$ cat src/rtl/video_mem_arbiter.sv
// Arbiter sharing a single-port synchronous video RAM between the vga fetch stage and the CPU.
// Video fetches always win a RAM slot and have a fixed 3-clock latency.
// A CPU access is latched into a one-deep pending register and issued on the next clock that
// has no video strobe. The CPU is held off with cpu_busy until the one-cycle cpu_ack.
// Every RAM control output is registered. Read data is captured by per-operation pipeline
// tags, so a CPU read and a video read issued on adjacent clocks each capture their own byte.
module video_mem_arbiter #(
  parameter int unsigned ADDR_W = 13,
  parameter int unsigned DATA_W = 8
) (
  input  logic              clk,
  input  logic              reset,
  // vga fetch side
  input  logic              vid_req,
  input  logic [ADDR_W-1:0] vid_addr,
  output logic [DATA_W-1:0] vid_data,
  output logic              vid_overrun,
  // CPU bus side
  input  logic              cpu_cs,
  input  logic              cpu_we,
  input  logic [ADDR_W-1:0] cpu_addr,
  input  logic [DATA_W-1:0] cpu_din,
  output logic [DATA_W-1:0] cpu_dout,
  output logic              cpu_busy,
  output logic              cpu_ack,
  // RAM side
  output logic [ADDR_W-1:0] ram_addr,
  output logic [DATA_W-1:0] ram_din,
  output logic              ram_we,
  input  logic [DATA_W-1:0] ram_dout
);

  typedef enum logic [2:0] {
    StIdle,
    StWait,
    StWrDone,
    StRd1,
    StRd2
  } state_e;

  state_e state_q, state_d;

  // One-deep pending CPU request
  logic              pend_valid_q, pend_valid_d;
  logic              pend_we_q, pend_we_d;
  logic [ADDR_W-1:0] pend_addr_q, pend_addr_d;
  logic [DATA_W-1:0] pend_din_q, pend_din_d;

  // Video read tags: p1 = RAM reading, p2 = ram_dout holds the video byte
  logic              vid_p1_q, vid_p1_d;
  logic              vid_p2_q, vid_p2_d;
  logic [DATA_W-1:0] vid_data_q, vid_data_d;
  logic              vid_overrun_q, vid_overrun_d;

  // CPU response registers
  logic [DATA_W-1:0] cpu_dout_q, cpu_dout_d;
  logic              cpu_busy_q, cpu_busy_d;
  logic              cpu_ack_q, cpu_ack_d;

  // Registered RAM port
  logic [ADDR_W-1:0] ram_addr_q, ram_addr_d;
  logic [DATA_W-1:0] ram_din_q, ram_din_d;
  logic              ram_we_q, ram_we_d;

  logic accept;
  logic issue;
  logic cpu_done;

  // Decode the accept, issue and completion conditions for this cycle
  always_comb begin
    accept   = cpu_cs && !cpu_busy_q && !pend_valid_q && (state_q == StIdle);
    // A video strobe claims this clock's RAM slot, so CPU issue slips by one clock
    issue    = pend_valid_q && !vid_req && (state_q == StWait);
    cpu_done = (state_q == StWrDone) || (state_q == StRd2);
  end

  // CPU access FSM next-state logic
  always_comb begin
    state_d = state_q;
    unique case (state_q)
      StIdle: begin
        if (accept) state_d = StWait;
      end
      StWait: begin
        if (issue) state_d = pend_we_q ? StWrDone : StRd1;
      end
      StWrDone: state_d = StIdle;
      StRd1:    state_d = StRd2;
      StRd2:    state_d = StIdle;
      default:  state_d = StIdle;
    endcase
  end

  // Pending register: load on accept, release on issue
  always_comb begin
    pend_valid_d = pend_valid_q;
    pend_we_d    = pend_we_q;
    pend_addr_d  = pend_addr_q;
    pend_din_d   = pend_din_q;
    if (accept) begin
      pend_valid_d = 1'b1;
      pend_we_d    = cpu_we;
      pend_addr_d  = cpu_addr;
      pend_din_d   = cpu_din;
    end else if (issue) begin
      pend_valid_d = 1'b0;
    end
  end

  // RAM port: video strobe first, then the pending CPU request; write enable lasts one clock
  always_comb begin
    ram_addr_d = ram_addr_q;
    ram_din_d  = ram_din_q;
    ram_we_d   = 1'b0;
    if (vid_req) begin
      ram_addr_d = vid_addr;
    end else if (issue) begin
      ram_addr_d = pend_addr_q;
      ram_din_d  = pend_din_q;
      ram_we_d   = pend_we_q;
    end
  end

  // Video pipeline tags, capture of the fetched byte and sticky overrun detection
  always_comb begin
    vid_p1_d      = vid_req;
    vid_p2_d      = vid_p1_q;
    vid_data_d    = vid_data_q;
    vid_overrun_d = vid_overrun_q;
    if (vid_p2_q) vid_data_d = ram_dout;
    // A strobe while an earlier fetch is still in flight is served but flagged
    if (vid_req && (vid_p1_q || vid_p2_q)) vid_overrun_d = 1'b1;
  end

  // CPU handshake: busy from the clock after accept until the ack cycle
  always_comb begin
    cpu_dout_d = cpu_dout_q;
    cpu_busy_d = cpu_busy_q;
    cpu_ack_d  = cpu_done;
    if (state_q == StRd2) cpu_dout_d = ram_dout;
    if (accept) begin
      cpu_busy_d = 1'b1;
    end else if (cpu_done) begin
      cpu_busy_d = 1'b0;
    end
  end

  // FSM and pending request state
  always_ff @(posedge clk or negedge reset) begin
    if (!reset) begin
      state_q      <= StIdle;
      pend_valid_q <= 1'b0;
      pend_we_q    <= 1'b0;
      pend_addr_q  <= '0;
      pend_din_q   <= '0;
    end else begin
      state_q      <= state_d;
      pend_valid_q <= pend_valid_d;
      pend_we_q    <= pend_we_d;
      pend_addr_q  <= pend_addr_d;
      pend_din_q   <= pend_din_d;
    end
  end

  // Video pipeline and RAM port registers
  always_ff @(posedge clk or negedge reset) begin
    if (!reset) begin
      vid_p1_q      <= 1'b0;
      vid_p2_q      <= 1'b0;
      vid_data_q    <= '0;
      vid_overrun_q <= 1'b0;
      ram_addr_q    <= '0;
      ram_din_q     <= '0;
      ram_we_q      <= 1'b0;
    end else begin
      vid_p1_q      <= vid_p1_d;
      vid_p2_q      <= vid_p2_d;
      vid_data_q    <= vid_data_d;
      vid_overrun_q <= vid_overrun_d;
      ram_addr_q    <= ram_addr_d;
      ram_din_q     <= ram_din_d;
      ram_we_q      <= ram_we_d;
    end
  end

  // CPU response registers
  always_ff @(posedge clk or negedge reset) begin
    if (!reset) begin
      cpu_dout_q <= '0;
      cpu_busy_q <= 1'b0;
      cpu_ack_q  <= 1'b0;
    end else begin
      cpu_dout_q <= cpu_dout_d;
      cpu_busy_q <= cpu_busy_d;
      cpu_ack_q  <= cpu_ack_d;
    end
  end

  assign vid_data    = vid_data_q;
  assign vid_overrun = vid_overrun_q;
  assign cpu_dout    = cpu_dout_q;
  assign cpu_busy    = cpu_busy_q;
  assign cpu_ack     = cpu_ack_q;
  assign ram_addr    = ram_addr_q;
  assign ram_din     = ram_din_q;
  assign ram_we      = ram_we_q;

  // A CPU write never shares a clock with a video read in progress
  a_we_not_in_video_slot: assert property (@(posedge clk) disable iff (!reset)
    !(ram_we_q && vid_p1_q));

  // The ack cycle is never also reported busy
  a_ack_not_busy: assert property (@(posedge clk) disable iff (!reset)
    cpu_ack_q |-> !cpu_busy_q);

endmodule
$ cat config.mk
export PLATFORM = sky130hd
export DESIGN_NAME = video_mem_arbiter
export DESIGN_NICKNAME = d
export VERILOG_FILES = /design/src/rtl/video_mem_arbiter.sv
export SDC_FILE = /design/constraint.sdc
export NUM_CORES = 1
export LEC_CHECK = 0
export CORE_MARGIN = 8
export CORE_UTILIZATION = 41
export DETAILED_ROUTE_END_ITERATION = 8
export GPL_ROUTABILITY_DRIVEN = 1
export PLACE_DENSITY = 0.76
export SYNTH_ARGS = -nofsm -noshare
export SYNTH_HDL_FRONTEND = slang
export SYNTH_SLANG_ARGS = --single-unit
$ cat constraint.sdc
create_clock -name clk -period 1.5 [get_ports clk]
set_input_delay 0.15 -clock clk [delete_from_list [all_inputs] [get_ports clk]]
set_output_delay 0.15 -clock clk [all_outputs]
set_load 0.01 [all_outputs]
==> impl_metrics.yaml, run 1 <==
power_and_ir_drop:
  powerDensity_nw_per_um2: 1720
  p_leak_nw: 1.73
  p_total_w: 0.00689
  peakVddDrop_v: 0.000940
layout:
  drive_gt1_share_pct: 34.6
  fin_nets: 325
  syn_to_final_growth_pct: 49.4
  num_antenna_cells: 0
  final_cells: 360
  final_cell_mix: "clkdlybuf4s50_1, dfrtp_1, mux2_2"
  fillCellCount: 490
  layout_commonest_cell: "clkdlybuf4s50_1"
synth:
  ys_top_cells_by_area: "dfrtp_1, mux2_2, o221a_2"
  synthCells: 170
  ys_types: 26
  syn_nets: 217
  synth_seq_cells: 69
  synth.avg_cell_area_sq_um: 15.7
  yosysWarnings: 0
  ys.flop_type: "dfrtp_1"
  async_reset_ff_share_pct: 100
  synth_top_area_share_pct: 64.5
  synth-edff-count: 0
  syn_area_sq_um: 2680
  yosysTopAreaCell: "dfrtp_1"
  synth_seq_area_share_pct: 64.5
route:
  totalWireLength_microns: 5930
  drc_errors: 0
  avgViaCountPerCell: 4.90
  first_pass_iters: 4
  ant_nets: 0
  avgRoutedWirePerCell_microns: 16.5
  first_iter_violations: 40
  vias: 1765
clock_tree:
  cts.sink_count: 69
  path_clk_slew_ns: 0.07
  h-tree-depth: 3
  cts-buffers-inserted: 9
  cts_root_buffer: "clkbuf_8"
  cts_buffer_depth: 2
  clkLatencyLatePin_ns: 0.33
  cts_tree: "done"
status:
  outcome: "complete, no violations"
worst_setup_path:
  crit_fanout: 7
  path_buf_inv: 1
  crit_path_max_incr_delay_ns: 0.44
  critPathLaunchType: "flop"
  crit_chain: "nor4bb_4 -> buf_4 -> or2_2 -> o221a_2"
  r2r-start: "state_q[0]"
  crit_family: "simple AND/OR/NAND/NOR gates"
  end_kind: "flop"
  critPathKind: "reg2reg"
  startpoint: "state_q[0]"
  arrival_ns: 1.70
  critPathRequiredTime_ns: 1.72
  crit_slowest_cell: "dfrtp_2"
die:
  placementRows: 29
  io_pins: 88
  die_area_sq_um: 9370
  initial_core_util_pct: 42.1
  fp.coreArea_sq_um: 6350
  die_w_microns: 96.8
  die_h_microns: 96.8
timing:
  fin_crit_ns: 1.48
  final.setup_skew_ns: 0.00896
  relSlewSlack_pct: 75.4
  final_hold_viol_count: 0
  grt_setup_unrepaired: "true"
  setup_viol: 0
  final_max_slew_viol_count: 0
  min_period_over_period_pct: 98.9
  hold_slack_ns: 0.353
  worst_pin_slew_ns: 0.369
  clock.fmax_mhz: 674
hold_path:
  hold_class: "in2async"
global_route:
  grt_pass1_wl_microns: 10200
  track_usage_pct: 13.3
  grt_pass1_vias: 2060
  antenna_found_initial: 0
  gr-total-overflow: 0
  grt_max_degree: 70
placed_design:
  gp_congestion: 0.678
  dp_hpwl_microns: 4230
  dpl.cell_count: 339
  port_buffers: 87
flow_run:
  cap_violations: 0
[cells in the mapped netlist, types with 2 or more instances]
| library cell | n |
|---|---|
| a221o_1 | 6 |
| and2_1 | 6 |
| buf_2 | 2 |
| clkbuf_1 | 3 |
| dfrtp_1 | 69 |
| mux2_2 | 45 |
| nand2_1 | 2 |
| nand2b_1 | 8 |
| nor2_1 | 3 |
| nor3b_1 | 2 |
| o21ai_0 | 3 |
| o221a_2 | 7 |
[power by group]
group	total, W	switching (W)	internal (W)
combinational	0.00243	0.000835	0.00159
sequential	0.00298	0.000409	0.00257
clock	0.00148	0.000675	0.000810
[worst paths after layout]
path,end,depth (start not counted),slack (ns)
hold / removal,ram_addr[9],3,0.35
setup reg to reg,ram_addr[1],4,0.02
setup / recovery,ram_addr[1],4,0.02
max in group asynchronous,state_q[0],3,0.83
hold reg to reg,vid_p2_q,0,0.38
min in group clk,vid_p2_q,0,0.38
[state kept, by name (all words and copies together), names as in the netlist, 3 cells and up]
register,flops
pend_addr_q,13
vid_data,8
ram_din,8
pend_din_q,8
ram_addr,13
state_q,3
cpu_dout,8
[metal layers]
| layer | up-vias | global-route usage, % | share of wire (%) |
|---|---|---|---|
| li1 | 823 | - | - |
| met1 | 884 | 15.7 | 44 |
| met2 | 53 | 21.1 | 49 |
| met3 | 5 | 5.12 | 6.1 |
| met4 | 0 | 5.33 | 0.83 |
| met5 | - | 0 | 0 |
[cell type report]
cell class	count	area, sq um	area share [%]
clock buffer	10	138	3.44
clock inverter	6	62.6	1.56
inverter	2	20.0	0.501
multi-input combinational	92	930	23.2
sequential	69	1730	43.2
tap	77	96.3	2.41
timing repair buffer	104	1020	25.6
[kinds of logic after synthesis]
group | synth area share (%)
compound gates | 5.75
mux | 19.5
simple gates | 7.57
xor+xnor | 0.327
flops | 64.5
buf+inv | 2.34
[worst reg2reg max path, cell delays in order, from the launching register on]
cell and delay [ns]:
dfrtp_2 0.44, nor4bb_4 0.18, buf_4 0.14, or2_2 0.35, o221a_2 0.27
[stage by stage]
step	cell area (sq um)	setup slack (ns)	util [%]	setup TNS (ns)
finish	4000	0.0172	63.0	0
global route	4000	-0.0498	63.0	-0.657
CTS	3920	0.000496	61.8	0
detailed placement	3710	-0.131	58.4	-3.07
global placement	3710	-0.0984	58.4	-2.38
floorplan	2680	-0.0626	-	-0.0626
[timing repair]
item	in CTS	in global routing
hold buffers	1	0
endpoints found under the setup margin	5	42
hold endpoints to repair	69	0
setup buffers	0	4
pin swaps	0	1
gates resized for setup	2	12
(Power assumes the default switching activity.)
==> inputs of run 2 (changes only) <==
SETUP_SLACK_MARGIN = 0.3   (was default)
SLEW_MARGIN = 40   (was default)
==> impl_metrics.yaml, run 2 (synthesis gave the netlist of run 1 again) <==
route:
  ant_nets: 0
  first_iter_violations: 60
  vias: 1807
  wl_met1_microns: 2950
  wl_met2_microns: 3110
  avgViaCountPerCell: 4.94
  drc_errors: 0
  totalWireLength_microns: 6480
  first_pass_iters: 4
  avgRoutedWirePerCell_microns: 17.7
  dr_wl_met3_microns: 361
  routed.top_layer: "met4"
layout:
  layout_commonest_cell: "dfrtp_1"
  final_cell_mix: "dfrtp_1, clkdlybuf4s50_1, dlygate4sd2_1"
  syn_to_final_growth_pct: 55.4
  final_area_sq_um: 4160
  drive_gt1_share_pct: 36.7
  num_antenna_cells: 0
  fin_util_pct: 65.5
  fillCellCount: 473
  fin_nets: 333
die:
  die_w_microns: 96.8
  die_h_microns: 96.8
  io_pins: 88
  initial_core_util_pct: 42.1
  placementRows: 29
  fp.coreArea_sq_um: 6350
  die_area_sq_um: 9370
timing:
  fin_crit_ns: 1.47
  min_period_over_period_pct: 98.1
  grt_setup_unrepaired: "true"
  worst_pin_slew_ns: 0.397
  final_hold_viol_count: 0
  clock.fmax_mhz: 680
  final_max_slew_viol_count: 0
  setup_viol: 0
  relSlewSlack_pct: 73.5
  final.setup_skew_ns: 0.00443
worst_setup_path:
  r2r-end: "ram_addr[3]"
  critPathLaunchType: "flop"
  r2r-start: "state_q[2]"
  crit_end: "ram_addr[3]"
  end_kind: "flop"
  startpoint: "state_q[2]"
  rrSetupSlack_ns: 0.03
  crit_fanout: 7
  arrival_ns: 1.69
  r2r_cells: 4
  critPathRequiredTime_ns: 1.72
  critPathKind: "reg2reg"
global_route:
  track_usage_pct: 14.2
  grt_pass1_wl_microns: 10800
  grt_pass1_vias: 2093
  antenna_found_initial: 0
  grt_max_degree: 70
  gr-total-overflow: 0
status:
  outcome: "complete, no violations"
placed_design:
  placed_area_sq_um: 3760
  port_buffers: 87
  gp_congestion: 0.796
  dp_hpwl_microns: 4320
flow_run:
  cap_violations: 0
clock_tree:
  cts_root_buffer: "clkbuf_8"
  cts_tree: "done"
  cts.sink_count: 69
  clkLatencyLatePin_ns: 0.33
  path_clk_slew_ns: 0.07
  cts-buffers-inserted: 9
  cts_buffer_depth: 2
  h-tree-depth: 3
hold_path:
  hold_class: "in2async"
power_and_ir_drop:
  powerDensity_nw_per_um2: 1660
  peakVddDrop_v: 0.00124
  p_leak_nw: 1.89
==> run 2: area by class of cell <==
type / instances / area, sq um / area share (%)
tap: 77 / 96.3 / 2.32
multi-input combinational: 92 / 1050 / 25.3
timing repair buffer: 112 / 1100 / 26.3
clock buffer: 12 / 155 / 3.73
clock inverter: 2 / 10.0 / 0.241
sequential: 69 / 1730 / 41.6
inverter: 2 / 20.0 / 0.481
==> run 2: how the worst min path moves through the flow <==
stage / start / end / slack, ns / depth (start not counted)
6_report: reset / cpu_dout[4] / 0.36 / 3
3_3_place_gp: reset / cpu_dout[4] / 0.20 / 2
4_1_cts: vid_p1_q / vid_p2_q / 0.37 / 0
5_1_grt: vid_p1_q / vid_p2_q / 0.38 / 0
2_1_floorplan: reset / cpu_ack / -0.15 / 0
3_5_place_dp: reset / cpu_dout[4] / 0.20 / 2
==> run 2: where the power goes <==
part / total [W] / internal [W] / leakage [nW] / switching [W]
combinational: 0.00260 / 0.00162 / 0.978 / 0.000985
clock: 0.00129 / 0.000667 / 0.0881 / 0.000625
sequential: 0.00299 / 0.00257 / 0.827 / 0.000420
total: 0.00689 / 0.00486 / 1.89 / 0.00203
==> run 2: metal layers <==
layer	up-vias	GRT usage [%]
met3	5	5.97
met1	900	17.3
met2	60	22.6
met4	0	3.79
li1	842	-
met5	-	0
==> run 2: worst max-delay path: stages, from the launching register on <==
cell,delay [ns]
dfrtp_2,0.43
nor4bb_4,0.36
nand2b_4,0.14
buf_8,0.17
o221a_4,0.26
==> run 2: timing repair <==
item	in CTS	in global routing
gates cloned	1	1
pin swaps	2	3
hold endpoints to repair	69	0
setup buffers	2	7
setup endpoints to repair	94	68
resized for setup	68	16
hold buffers	1	0
==> run 2: stage by stage <==
step | TNS, ns | std cells | total power, W | worst slack, ns | hold WS (ns)
3_5_place_dp | -0.759 | 340 | 0.00543 | -0.0384 | 0.199
2_1_floorplan | -0.0571 | 170 | 0.00418 | -0.0571 | -0.146
3_3_place_gp | -0.429 | 340 | 0.00535 | -0.0226 | 0.198
6_report | 0 | 366 | 0.00689 | 0.0285 | 0.360
4_1_cts | 0 | 358 | 0.00678 | 0.0468 | 0.369
5_1_grt | -0.00864 | 366 | 0.00731 | -0.00240 | 0.379
